<file path="config.mk">
export PLATFORM = sky130hd
export DESIGN_NAME = lif_neuron_flat
export DESIGN_NICKNAME = d
export VERILOG_FILES = /design/src/rtl/lif_neuron_if.sv /design/src/rtl/lif_neuron.sv /design/src/flat_wrapper.sv
export SDC_FILE = /design/constraint.sdc
export NUM_CORES = 1
export LEC_CHECK = 0
export ABC_AREA = 1
export CAP_MARGIN = 25
export CORE_MARGIN = 10
export CORE_UTILIZATION = 30
export CTS_CLUSTER_DIAMETER = 50
export DETAILED_ROUTE_END_ITERATION = 16
export DONT_BUFFER_PORTS = 1
export PLACE_DENSITY = 0.5
export SLEW_MARGIN = 20
export SYNTH_ARGS = -nofsm -noshare
export SYNTH_HDL_FRONTEND = slang
export SYNTH_SLANG_ARGS = --single-unit
</file>
<file path="constraint.sdc">
create_clock -name clk -period 4.5 [get_ports clk]
set_input_delay 0.45 -clock clk [delete_from_list [all_inputs] [get_ports clk]]
set_output_delay 0.45 -clock clk [all_outputs]
set_load 0.01 [all_outputs]
</file>
<file path="src/rtl/lif_neuron_if.sv">
// lif_neuron_if: timestep strobe, input current and neuron outputs for one lif_neuron.
interface lif_neuron_if #(
    parameter int VW = 8
);
    logic                 enable;
    logic signed [1:0]    input_current;
    logic                 spike_out;
    logic signed [VW-1:0] membrane_potential;
    logic                 in_refractory;

    modport master (
        output enable, input_current,
        input  spike_out, membrane_potential, in_refractory
    );

    modport slave (
        input  enable, input_current,
        output spike_out, membrane_potential, in_refractory
    );
endinterface

</file>
<file path="src/rtl/lif_neuron.sv">
// lif_neuron: leaky integrate-and-fire neuron with saturating potential and refractory period.
// Define ADAPTIVE_THRESHOLD_EN to make the firing threshold rise per spike and decay back.
module lif_neuron #(
    parameter int VW             = 8,
    parameter int THRESHOLD      = 4,
    parameter int V_RESET        = 0,
    parameter int LEAK_SHIFT     = 3,
    parameter int REFRACT_CYCLES = 2,
    parameter int THR_STEP       = 2
) (
    input logic         clk,
    input logic         reset,
    lif_neuron_if.slave bus
);
    localparam int W  = VW + 2;
    localparam int CW = REFRACT_CYCLES > 0 ? $clog2(REFRACT_CYCLES + 1) : 1;
    localparam logic signed [W-1:0] MAXW = W'((1 << (VW - 1)) - 1);
    localparam logic signed [W-1:0] MINW = ~MAXW;

    typedef enum logic {INTEGRATE, REFRACT} state_t;

    state_t               state;
    logic [CW-1:0]        cnt;
    logic signed [VW-1:0] v;
    logic signed [VW-1:0] thr;
    logic signed [VW-1:0] lk;
    logic signed [VW-1:0] v_sat;
    logic signed [W-1:0]  sum;
    logic                 spike;
    logic                 fire;

    // Widened by two bits so leak removal plus current can never wrap before clamping.
    always_comb begin
        lk    = v >>> LEAK_SHIFT;
        sum   = $signed({{2{v[VW-1]}}, v}) - $signed({{2{lk[VW-1]}}, lk})
              + $signed({{(W-2){bus.input_current[1]}}, bus.input_current});
        v_sat = sum > MAXW ? MAXW[VW-1:0] : sum < MINW ? MINW[VW-1:0] : sum[VW-1:0];
        fire  = v_sat >= thr;
    end

`ifdef ADAPTIVE_THRESHOLD_EN
    logic signed [W-1:0] thr_up;

    assign thr_up = $signed({{2{thr[VW-1]}}, thr}) + $signed(W'(THR_STEP));

    always_ff @(posedge clk) begin
        if (!reset)
            thr <= VW'(THRESHOLD);
        else if (bus.enable && state == INTEGRATE)
            thr <= fire ? (thr_up > MAXW ? MAXW[VW-1:0] : thr_up[VW-1:0])
                        : (thr > $signed(VW'(THRESHOLD)) ? thr - 1'b1 : thr);
    end
`else
    assign thr = VW'(THRESHOLD);
`endif

    always_ff @(posedge clk) begin
        if (!reset) begin
            state <= INTEGRATE;
            cnt   <= '0;
            v     <= VW'(V_RESET);
            spike <= 1'b0;
        end else begin
            spike <= 1'b0;
            if (bus.enable) begin
                if (state == INTEGRATE) begin
                    if (fire) begin
                        spike <= 1'b1;
                        v     <= VW'(V_RESET);
                        if (REFRACT_CYCLES > 0) begin
                            state <= REFRACT;
                            cnt   <= CW'(REFRACT_CYCLES);
                        end
                    end else begin
                        v <= v_sat;
                    end
                end else begin
                    cnt <= cnt - 1'b1;
                    if (cnt == CW'(1))
                        state <= INTEGRATE;
                end
            end
        end
    end

    assign bus.spike_out          = spike;
    assign bus.membrane_potential = v;
    assign bus.in_refractory      = state == REFRACT;
endmodule

</file>
<file path="src/flat_wrapper.sv">
// flat-port wrapper written by rule: the top's interface ports become plain ports
module lif_neuron_flat 
#(
    parameter int VW             = 8,
    parameter int THRESHOLD      = 4,
    parameter int V_RESET        = 0,
    parameter int LEAK_SHIFT     = 3,
    parameter int REFRACT_CYCLES = 2,
    parameter int THR_STEP       = 2
)
  (clk, reset, bus_enable, bus_input_current, bus_spike_out, bus_membrane_potential, bus_in_refractory);
  lif_neuron_if #(.VW(VW)) bus_i ();
  input logic clk;
  input logic reset;
  input wire logic [$bits(bus_i.enable)-1:0] bus_enable;
  input wire logic [$bits(bus_i.input_current)-1:0] bus_input_current;
  output wire logic [$bits(bus_i.spike_out)-1:0] bus_spike_out;
  output wire logic [$bits(bus_i.membrane_potential)-1:0] bus_membrane_potential;
  output wire logic [$bits(bus_i.in_refractory)-1:0] bus_in_refractory;
  assign bus_i.enable = bus_enable;
  assign bus_i.input_current = bus_input_current;
  assign bus_spike_out = bus_i.spike_out;
  assign bus_membrane_potential = bus_i.membrane_potential;
  assign bus_in_refractory = bus_i.in_refractory;
  lif_neuron #(.VW(VW), .THRESHOLD(THRESHOLD), .V_RESET(V_RESET), .LEAK_SHIFT(LEAK_SHIFT), .REFRACT_CYCLES(REFRACT_CYCLES), .THR_STEP(THR_STEP)) u_core (.clk(clk), .reset(reset), .bus(bus_i));
endmodule
</file>
### Yosys cells after proc, flatten, opt, wreduce, memory -nomap -nowiden

Cells that the tools add are included.

| storage, ports and cells | value |
|---|---|
| flip-flop bits (word level) | 12 |
| latch bits | 0 |
| RAM bits | 0 |
| memory bits (read-only) | 0 |
| word-level logic and storage cells | 26 |
| memories kept | 0 |

| operators by class | value |
|---|---|
| $add $sub $neg | 3 |
| multiply operators | 0 |
| divide/modulo/power cells | 0 |
| $lt $le $gt $ge | 3 |
| equality and inequality tests | 1 |
| shifts and indexed selects | 0 |
| muxes and demuxes | 8 |
| bitwise operators | 3 |
| reduce and logical (&&, ||, !) cells | 4 |

Operators by type and width:

| cell | count |
|---|---|
| $mux 8 | 3 |
| $add 9x2->10 | 1 |
| $gt 10x8->1 const B | 1 |
| $lt 10x8->1 const B | 1 |
| $sub 8x5->9 | 1 |
| $ge 8x4->1 const B | 1 |
| $mux 2 | 2 |
| $reduce_and 2->1 | 2 |
| $mux 1 | 3 |
| $not 1->1 | 3 |
| $reduce_or 3->1 | 1 |
| $eq 2x1->1 const B | 1 |
| $reduce_bool 2->1 | 1 |
| $sub 2x1->2 const B | 1 |

### Longest topological paths before layout

Gate-level depths: netlist of the first run.

| logic depth | value |
|---|---|
| word-level depth | 8 |
| depth in mapped cells | 20 |

### Worst setup path after synthesis of the first run

OpenSTA, ideal clock, no wires.

| timing path | value |
|---|---|
| path type | input port to flip-flop |
| start | input port bus_input_current[1] |
| end | register u_core.cnt[1] |
| setup time | 0.124 ns |
| arrival time | 2.714 ns |
| required time | 4.376 ns |
| slack | 1.662 ns |
| stages on the path | 18 |
| buffers on the path | 0 |
| cell sequence | inv_1 > fa_1 > inv_1 > fa_1 > nand3_1 > nand3_1 > nand2_1 > nand2_1 > nand2_1 > nand2_1 > nand2_2 > nand2_4 > nand2_1 > nand2_4 > o21bai_4 > nand2_2 > nand2_1 > a21oi_1 |

| between the ends | value |
|---|---|
| word-level cells in the longest chain between the ends | 7 |
| elaborated cells between the ends (all ways) | 8 |
| classes of those cells | add/sub (1); order compare (3); mux (2); reduce/logical (2) |

RTL lines:

| what | line | source |
|---|---|---|
| start: declaration | flat_wrapper.sv:16 | `input wire logic [$bits(bus_i.input_current)-1:0] bus_input_current;` |
| $add 9x2->10 * | lif_neuron.sv:36 | `+ $signed({{(W-2){bus.input_current[1]}}, bus.input_current});` |
| $lt 10x8->1 | lif_neuron.sv:37 | `v_sat = sum > MAXW ? MAXW[VW-1:0] : sum < MINW ? MINW[VW-1:0] : sum[VW-1:0];` |
| $mux 8 | lif_neuron.sv:37 |  |
| $mux 8 * | lif_neuron.sv:37 |  |
| $ge 8x4->1 * | lif_neuron.sv:38 | `fire = v_sat >= thr;` |
| $reduce_bool 2->1 (no line) * | n/a |  |
| $reduce_and 2->1 (no line) * | n/a |  |
| end signal: assignment | lif_neuron.sv:72 | `cnt <= CW'(REFRACT_CYCLES);` |
| end signal: assignment | lif_neuron.sv:78 | `cnt <= cnt - 1'b1;` |
| end: declaration | lif_neuron.sv:23 | `logic [CW-1:0] cnt;` |

Every way passes the cells marked *; elsewhere a longest branch is shown, timed or not.
A chain may end at the register's enable or synchronous reset.

### Final worst setup path of the first run

| timing path | value |
|---|---|
| start | register u_core.v[1] (netlist: u_core.bus.membrane_potential[1]) |
| end | register u_core.v[1] (netlist: u_core.bus.membrane_potential[1]) |

| between the ends | value |
|---|---|
| word-level cells in the longest chain between the ends | 7 |
| elaborated cells between the ends (all ways) | 8 |
| classes of those cells | add/sub (2); order compare (3); mux (3) |

RTL lines:

| what | line | source |
|---|---|---|
| start: declaration | lif_neuron.sv:24 | `logic signed [VW-1:0] v;` |
| start signal: assignment | lif_neuron.sv:61 | `v <= VW'(V_RESET);` |
| start signal: assignment | lif_neuron.sv:69 | `v <= VW'(V_RESET);` |
| start signal: assignment | lif_neuron.sv:75 | `v <= v_sat;` |
| $sub 8x5->9 * | lif_neuron.sv:35 | `sum = $signed({{2{v[VW-1]}}, v}) - $signed({{2{lk[VW-1]}}, lk})` |
| $add 9x2->10 * | lif_neuron.sv:36 |  |
| $lt 10x8->1 | lif_neuron.sv:37 |  |
| $mux 8 | lif_neuron.sv:37 |  |
| $mux 8 * | lif_neuron.sv:37 |  |
| $ge 8x4->1 | lif_neuron.sv:38 |  |
| $mux 8 * | lif_neuron.sv:67 | `if (fire) begin` |

Marked as above.

==> flow_metrics.py, run 1 <==
metrics = {
    "sta": {
        "finalHoldViolCount": 0,
        "max_freq_mhz": 325,
        "setup_viol_count_final": 0,
        "slew_viol_final": 0,
        "finClkSkew_ns": 0.00201,
        "timing.max_slew.rel_slack_pct": 72.1,
        "tightestPinTransition_ns": 0.417,
        "min_period_over_period_pct": 68.3,
        "grt_setup_unrepaired": "no",
        "finalWorstPathRequiredPeriod_ns": 3.07,
        "setup-tns-final_ns": 0,
    },
    "die": {
        "ioPinCount": 15,
        "floorplan.core_area_mm2": 0.00409,
        "dieHeight_um": 85.5,
        "fp-row-count": 23,
        "die_area_mm2": 0.00732,
        "die-width_um": 85.5,
        "floorplan.initialDensity_pct": 31.5,
    },
    "cells_and_area": {
        "multi_input_area_um2": 887,
        "post_route_cells_drive_above_1_share_pct": 9.52,
        "seqCellArea_um2": 240,
        "fill_cells": 459,
        "num_antenna_cells": 0,
        "design.final.nets": 215,
        "area.growth.synth_to_final_pct": 8.84,
        "layout.core_utilization_pct": 34.3,
    },
    "synthesis": {
        "average_cell_area_after_synthesis_um2": 6.93,
        "synth.yosys.warnings": 0,
        "synth_area_mm2": 0.00129,
        "yosysUniqueCellTypes": 26,
        "synthesis.instances": 186,
        "synth_seq_area_share_pct": 18.6,
        "synth_nets": 211,
        "ys_seq_elements": 12,
    },
    "drt": {
        "final_antenna_net_count": 0,
        "wirelength_um": 2720,
        "detail_route.iter0.violations": 34,
        "detail_route.drc_violations": 0,
        "drt-pass1-iter-count": 4,
        "routedWlPerCell_um": 11.4,
        "dr_total_vias": 1051,
        "via_density_per_instance": 4.40,
    },
    "worst_setup_path": {
        "critical_path_data_required_time_ns": 4.67,
        "crit_path_cell_trace": "inv_1 > fa_1 > inv_1 > fa_1 > nand3_1 > nand3_1 > nand2_1 > nand2_1 > nand2_1 > nand2_1 > o21ai_4 > nand2_4 > o21bai_4 > nand3_1 > a21oi_1",
        "critPathSlowestCell": "sky130_fd_sc_hd__fa_1",
        "timing.setup.critical_path_class": "reg2reg",
        "worst_setup_path_start_kind": "flip-flop",
        "critical_path_peak_fanout": 9,
        "timing.critical_path.from": "u_core.bus.membrane_potential[1]",
        "setup.worst_path.end_class": "flip-flop",
        "critical_path.most_common_cell": "sky130_fd_sc_hd__nand2_1",
        "critPathArrivalTime_ns": 3.24,
        "timing.rr.start": "u_core.bus.membrane_potential[1]",
        "critPathMaxStageDelay_ns": 0.55,
    },
    "run": {
        "drv_cap": 0,
    },
    "outcome": {
        "run_status": "complete, no violations",
    },
    "clock_tree": {
        "worst_skew_pair.late_latency_ns": 0.24,
        "cts_inserted_buffers": 3,
        "clock_sinks": 12,
        "cts.root.buffer_cell": "sky130_fd_sc_hd__clkbuf_8",
        "max-clock-path-buffers": 2,
        "post_cts_buffers": 0,
        "post_cts_resized": 0,
        "number_of_h_tree_branching_levels": 1,
        "hold_buffers": 0,
        "cts.reportedPaths.clkPinSlew_ns": 0.05,
        "cts_tree": "done",
    },
    "grt": {
        "grt_first_pass_wirelength_um": 4720,
        "grt-ovfl-total": 0,
        "grt.total_usage_pct": 7.81,
        "first_global_vias": 992,
        "grt_max_degree": 14,
        "antenna_violations_before_repair": 0,
    },
    "hold_path": {
        "hold_path_startpoint": "bus_enable",
        "worstHoldPathType": "in2reg",
    },
    "placement": {
        "place.detailed.hpwl_um": 2350,
        "io_buffers": 0,
        "place_congestion": 0.793,
    },
}
-- layer usage --
layer	vias up	routed length [um]	global-route usage, %
met2	12	1200	11.6
met4	0	37	2.69
li1	577	-	-
met1	457	1300	9.79
met3	5	181	3.41
met5	-	0	0
-- sequential cells by signal, summed over array words and instances (netlist names) --
name / count
u_core.bus.spike_out: 1
u_core.cnt: 2
u_core.bus.in_refractory: 1
u_core.bus.membrane_potential: 8
-- cell families after synthesis --
family / after synthesis / share of synthesized area (%)
and+or+nand+nor: 81 / 28.6
buffers and inverters: 43 / 12.5
AOI/OAI and AO/OA: 24 / 12.6
adders and majority gates: 20 / 23.5
DFF: 12 / 18.6
xor gates and xnor gates: 6 / 4.08
-- cell usage after synthesis --
cell type | instances | area [um2]
sky130_fd_sc_hd__inv_1 | 41 | 154
sky130_fd_sc_hd__o21bai_4 | 1 | 18.8
sky130_fd_sc_hd__or2_4 | 1 | 8.76
sky130_fd_sc_hd__dfxtp_1 | 12 | 240
sky130_fd_sc_hd__o21ai_4 | 1 | 16.3
sky130_fd_sc_hd__clkinv_1 | 1 | 3.75
sky130_fd_sc_hd__xor2_1 | 5 | 43.8
sky130_fd_sc_hd__nor2_1 | 7 | 26.3
sky130_fd_sc_hd__nand2_1 | 51 | 191
sky130_fd_sc_hd__or2_2 | 1 | 6.26
sky130_fd_sc_hd__a21oi_1 | 15 | 75.1
sky130_fd_sc_hd__a21oi_4 | 1 | 16.3
sky130_fd_sc_hd__o21ai_1 | 2 | 10.0
sky130_fd_sc_hd__o21ai_0 | 2 | 10.0
sky130_fd_sc_hd__nand2_2 | 4 | 25.0
sky130_fd_sc_hd__ha_1 | 13 | 163
sky130_fd_sc_hd__o31ai_1 | 1 | 7.51
sky130_fd_sc_hd__nand2_4 | 3 | 33.8
sky130_fd_sc_hd__nor3_1 | 1 | 5.00
sky130_fd_sc_hd__fa_1 | 7 | 140
sky130_fd_sc_hd__nand3_1 | 11 | 55.1
sky130_fd_sc_hd__nand3_2 | 1 | 10.0
sky130_fd_sc_hd__xnor2_1 | 1 | 8.76
sky130_fd_sc_hd__nand3b_1 | 1 | 7.51
sky130_fd_sc_hd__clkbuf_1 | 1 | 3.75
sky130_fd_sc_hd__a21oi_2 | 1 | 8.76
-- through the flow --
step / setup slack (ns) / hold slack, ns / std cells / area, um2
3_3_place_gp: 1.34 / 0.450 / 235 / 1350
6_report: 1.43 / 0.344 / 239 / 1400
5_1_grt: 1.06 / 0.340 / 239 / 1400
3_5_place_dp: 1.34 / 0.457 / 235 / 1350
4_1_cts: 1.39 / 0.343 / 239 / 1400
2_1_floorplan: 1.66 / 0.436 / 186 / 1290
-- final timing paths --
kind | end | depth (start not counted) | slack [ns]
worst max-delay path | u_core.bus.membrane_potential[1] | 15 | 1.43
worst min-delay path | u_core.cnt[1] | 2 | 0.34
worst max register to register | u_core.bus.membrane_potential[1] | 15 | 1.43
worst min register to register | u_core.cnt[1] | 2 | 0.46
-- placed cells by master (no fill, tap or decap), drive strengths merged, types with 2 or more instances in the layout --
cell type,Yosys,final
or2,2,2
fa,7,7
clkbuf,1,4
a21oi,17,17
nand3,12,12
xor2,5,5
inv,41,41
o21ai,5,5
dfxtp,12,12
nor2,7,7
ha,13,13
nand2,58,58
-- critical path, delay by kind of cell (launching register included) --
family | cells | cell delay [ns]
buffers and inverters | 2 | 0.17
DFF | 1 | 0.41
AOI/OAI and AO/OA | 3 | 0.65
adders and majority gates | 2 | 1.02
and+or+nand+nor | 8 | 0.76
-- cell type report --
class	instances	share of cell area, %
Sequential cell	12	17.1
Multi-Input combinational cell	131	63.2
Clock buffer	4	3.93
Inverter	42	11.2
Tap cell	50	4.46
Power of run 1 is not shown: default switching activity piles up to over one toggle a cycle in this logic, so the estimate is an artifact.
==> run 2: changes to the inputs <==
PLACE_DENSITY = 0.51   (was 0.5)
clock period = 2.75 ns   (was 4.5 ns; I/O delays follow)
==> run 2 against run 1 <==
Count of clock-buffer cells in the layout fell by 1; cell count rose by 10%; via count rose by 11%; core utilization rose by 11 points; highest routed layer unchanged.
==> flow_metrics.py, run 2 (synthesized netlist as in run 1, its figures left out) <==
metrics = {
    "worst_setup_path": {
        "critPathMaxStageDelay_ns": 0.55,
        "timing.rr.start": "u_core.bus.membrane_potential[3]",
        "r2r_cells": 15,
        "critPathSlowestCell": "sky130_fd_sc_hd__fa_1",
        "timing.setup.critical_path_class": "reg2reg",
        "path_buf_inv": 3,
        "crit_path_cell_trace": "inv_1 > fa_1 > inv_1 > ha_4 > nand2_1 > nand3b_1 > nand2_2 > xor2_1 > o21ai_2 > nand2_2 > o21bai_4 > nand2_2 > nand3_1 > nand2_1 > inv_1",
        "critical_path.reg2reg.endpoint": "u_core.cnt[0]",
        "worst_setup_path_start_kind": "flip-flop",
        "critical_path_peak_fanout": 5,
        "setup.worst_path.end_class": "flip-flop",
        "worst-r2r-setup-slack_ns": 0.11,
        "critPathArrivalTime_ns": 2.78,
        "crit_family": "adder cells",
        "critical_path_data_required_time_ns": 2.89,
    },
    "sta": {
        "finClkSkew_ns": 0.00168,
        "finalHoldViolCount": 0,
        "finalWorstPathRequiredPeriod_ns": 2.64,
        "slew_viol_final": 0,
        "min_period_over_period_pct": 96.1,
        "fin_worst_hold_slack_ns": 0.175,
        "max_freq_mhz": 379,
        "timing.max_slew.rel_slack_pct": 75.0,
        "tightestPinTransition_ns": 0.373,
        "setup_viol_count_final": 0,
    },
    "cells_and_area": {
        "seqCellArea_um2": 256,
        "area.growth.synth_to_final_pct": 44.0,
        "flip_flop_count_of_the_largest_register_all_copies_and_words_added": 8,
        "fill_cells": 417,
        "num_antenna_cells": 0,
        "layout.cells.most_common": "sky130_fd_sc_hd__nand2_1",
        "highest_count_cells_in_the_layout_ignoring_fill_and_taps": "36 x sky130_fd_sc_hd__nand2_1, 33 x sky130_fd_sc_hd__inv_1, 23 x sky130_fd_sc_hd__buf_4",
        "multi_input_area_mm2": 0.00113,
        "post_route_cells_drive_above_1_share_pct": 44.9,
        "design.final.nets": 241,
    },
    "drt": {
        "via_density_per_instance": 4.41,
        "final_antenna_net_count": 0,
        "detail_route.drc_violations": 0,
        "dr_total_vias": 1165,
        "routedWlPerCell_um": 12.3,
        "detail_route.iter0.violations": 40,
        "wirelength_um": 3250,
        "drt-pass1-iter-count": 4,
    },
    "grt": {
        "first_global_vias": 1176,
        "grt-ovfl-total": 0,
        "grt.total_usage_pct": 8.76,
        "grt_max_degree": 14,
        "antenna_violations_before_repair": 0,
        "grt_first_pass_wirelength_um": 5380,
    },
    "die": {
        "floorplan.initialDensity_pct": 31.5,
        "floorplan.core_area_mm2": 0.00409,
        "die-width_um": 85.5,
        "die_area_mm2": 0.00732,
        "ioPinCount": 15,
        "fp-row-count": 23,
        "dieHeight_um": 85.5,
    },
    "clock_tree": {
        "worst_skew_pair.late_latency_ns": 0.24,
        "clock_sinks": 12,
        "number_of_h_tree_branching_levels": 1,
        "cts_tree": "done",
        "max-clock-path-buffers": 2,
        "cts.root.buffer_cell": "sky130_fd_sc_hd__clkbuf_8",
        "cts_inserted_buffers": 3,
        "cts.reportedPaths.clkPinSlew_ns": 0.05,
    },
    "placement": {
        "io_buffers": 0,
        "place_congestion": 0.882,
        "place.detailed.hpwl_um": 2590,
    },
    "hold_path": {
        "min_to": "u_core.cnt[1]",
        "worst_hold_path.num_cells": 2,
        "hold_path_startpoint": "reset",
        "worstHoldPathType": "in2reg",
    },
    "run": {
        "drv_cap": 0,
    },
    "outcome": {
        "run_status": "complete, no violations",
    },
}
run 2: cell count changes in the layout (fill, tap and decap cells not counted), sizes merged:
cell / delta
buf: +25
clkbuf: -1
o21bai: +1
run 2: final cells by class:
| type | count | area share [%] |
|---|---|---|
| flip-flops and latches | 12 | 13.8 |
| repair buffers | 25 | 11.0 |
| multi-input cells | 132 | 61.1 |
| inverters | 42 | 8.50 |
| well taps | 50 | 3.37 |
| clock buffers | 3 | 2.23 |
run 2: layer usage:
layer | up-vias | track usage [%] | part of all wire, %
met5 | - | 0 | 0
met4 | 0 | 2.54 | 1.0
met3 | 3 | 2.65 | 6.0
met2 | 14 | 14.8 | 47
met1 | 520 | 10.4 | 46
li1 | 628 | - | -
run 2: worst max-delay path by stage:
stage | depth (start not counted) | startpoint | endpoint | slack (ns)
3_3_place_gp | 17 | u_core.bus.membrane_potential[4] | u_core.bus.membrane_potential[1] | -0.12
4_1_cts | 19 | u_core.bus.membrane_potential[6] | u_core.cnt[0] | 0.01
2_1_floorplan | 18 | u_core.bus.membrane_potential[7] | u_core.cnt[1] | 0.00005
6_report | 15 | u_core.bus.membrane_potential[3] | u_core.cnt[0] | 0.11
3_5_place_dp | 17 | u_core.bus.membrane_potential[4] | u_core.bus.membrane_potential[1] | -0.14
5_1_grt | 19 | u_core.bus.membrane_potential[3] | u_core.cnt[0] | -0.04
run 2: worst reg2reg max path: cells and delay by family (launching register included):
family,cells,cell delay [ns]
xor+xnor,1,0.31
flops,1,0.34
compound gates,2,0.22
fa+ha+maj,2,0.84
simple gates,7,0.65
buf+inv,3,0.19
run 2: what timing repair did:
| action | in CTS | in global routing |
|---|---|---|
| buffers inserted | 0 | 1 |
| cloned | 1 | 0 |
| endpoints found under the setup margin | 11 | 11 |
| pin swaps | 2 | 29 |
| endpoints found under the hold margin | 0 | 0 |
| gates resized for setup | 6 | 54 |
| hold buffers | 0 | 0 |
run 2: stage by stage:
step           instance area [um2]  setup TNS, ns  std cells  setup WS (ns)  util, %
5_1_grt                       1860         -0.194        264        -0.0445     45.4
4_1_cts                       1630              0        264         0.0122     40.0
3_5_place_dp                  1550          -1.09        260         -0.140     37.9
2_1_floorplan                 1290              0        186      0.0000511        -
3_3_place_gp                  1550         -0.868        260         -0.122     37.9
6_report                      1860              0        264          0.109     45.4
Power of run 2 is left out for the same reason.
==> run 3: changes to the inputs <==
ABC_CLOCK_PERIOD_IN_PS = 2750   (was default)
==> results of run 3 <==
The final DEF is identical to that of run 2; final timing and power are the same.
Power of run 3 is left out for the same reason.
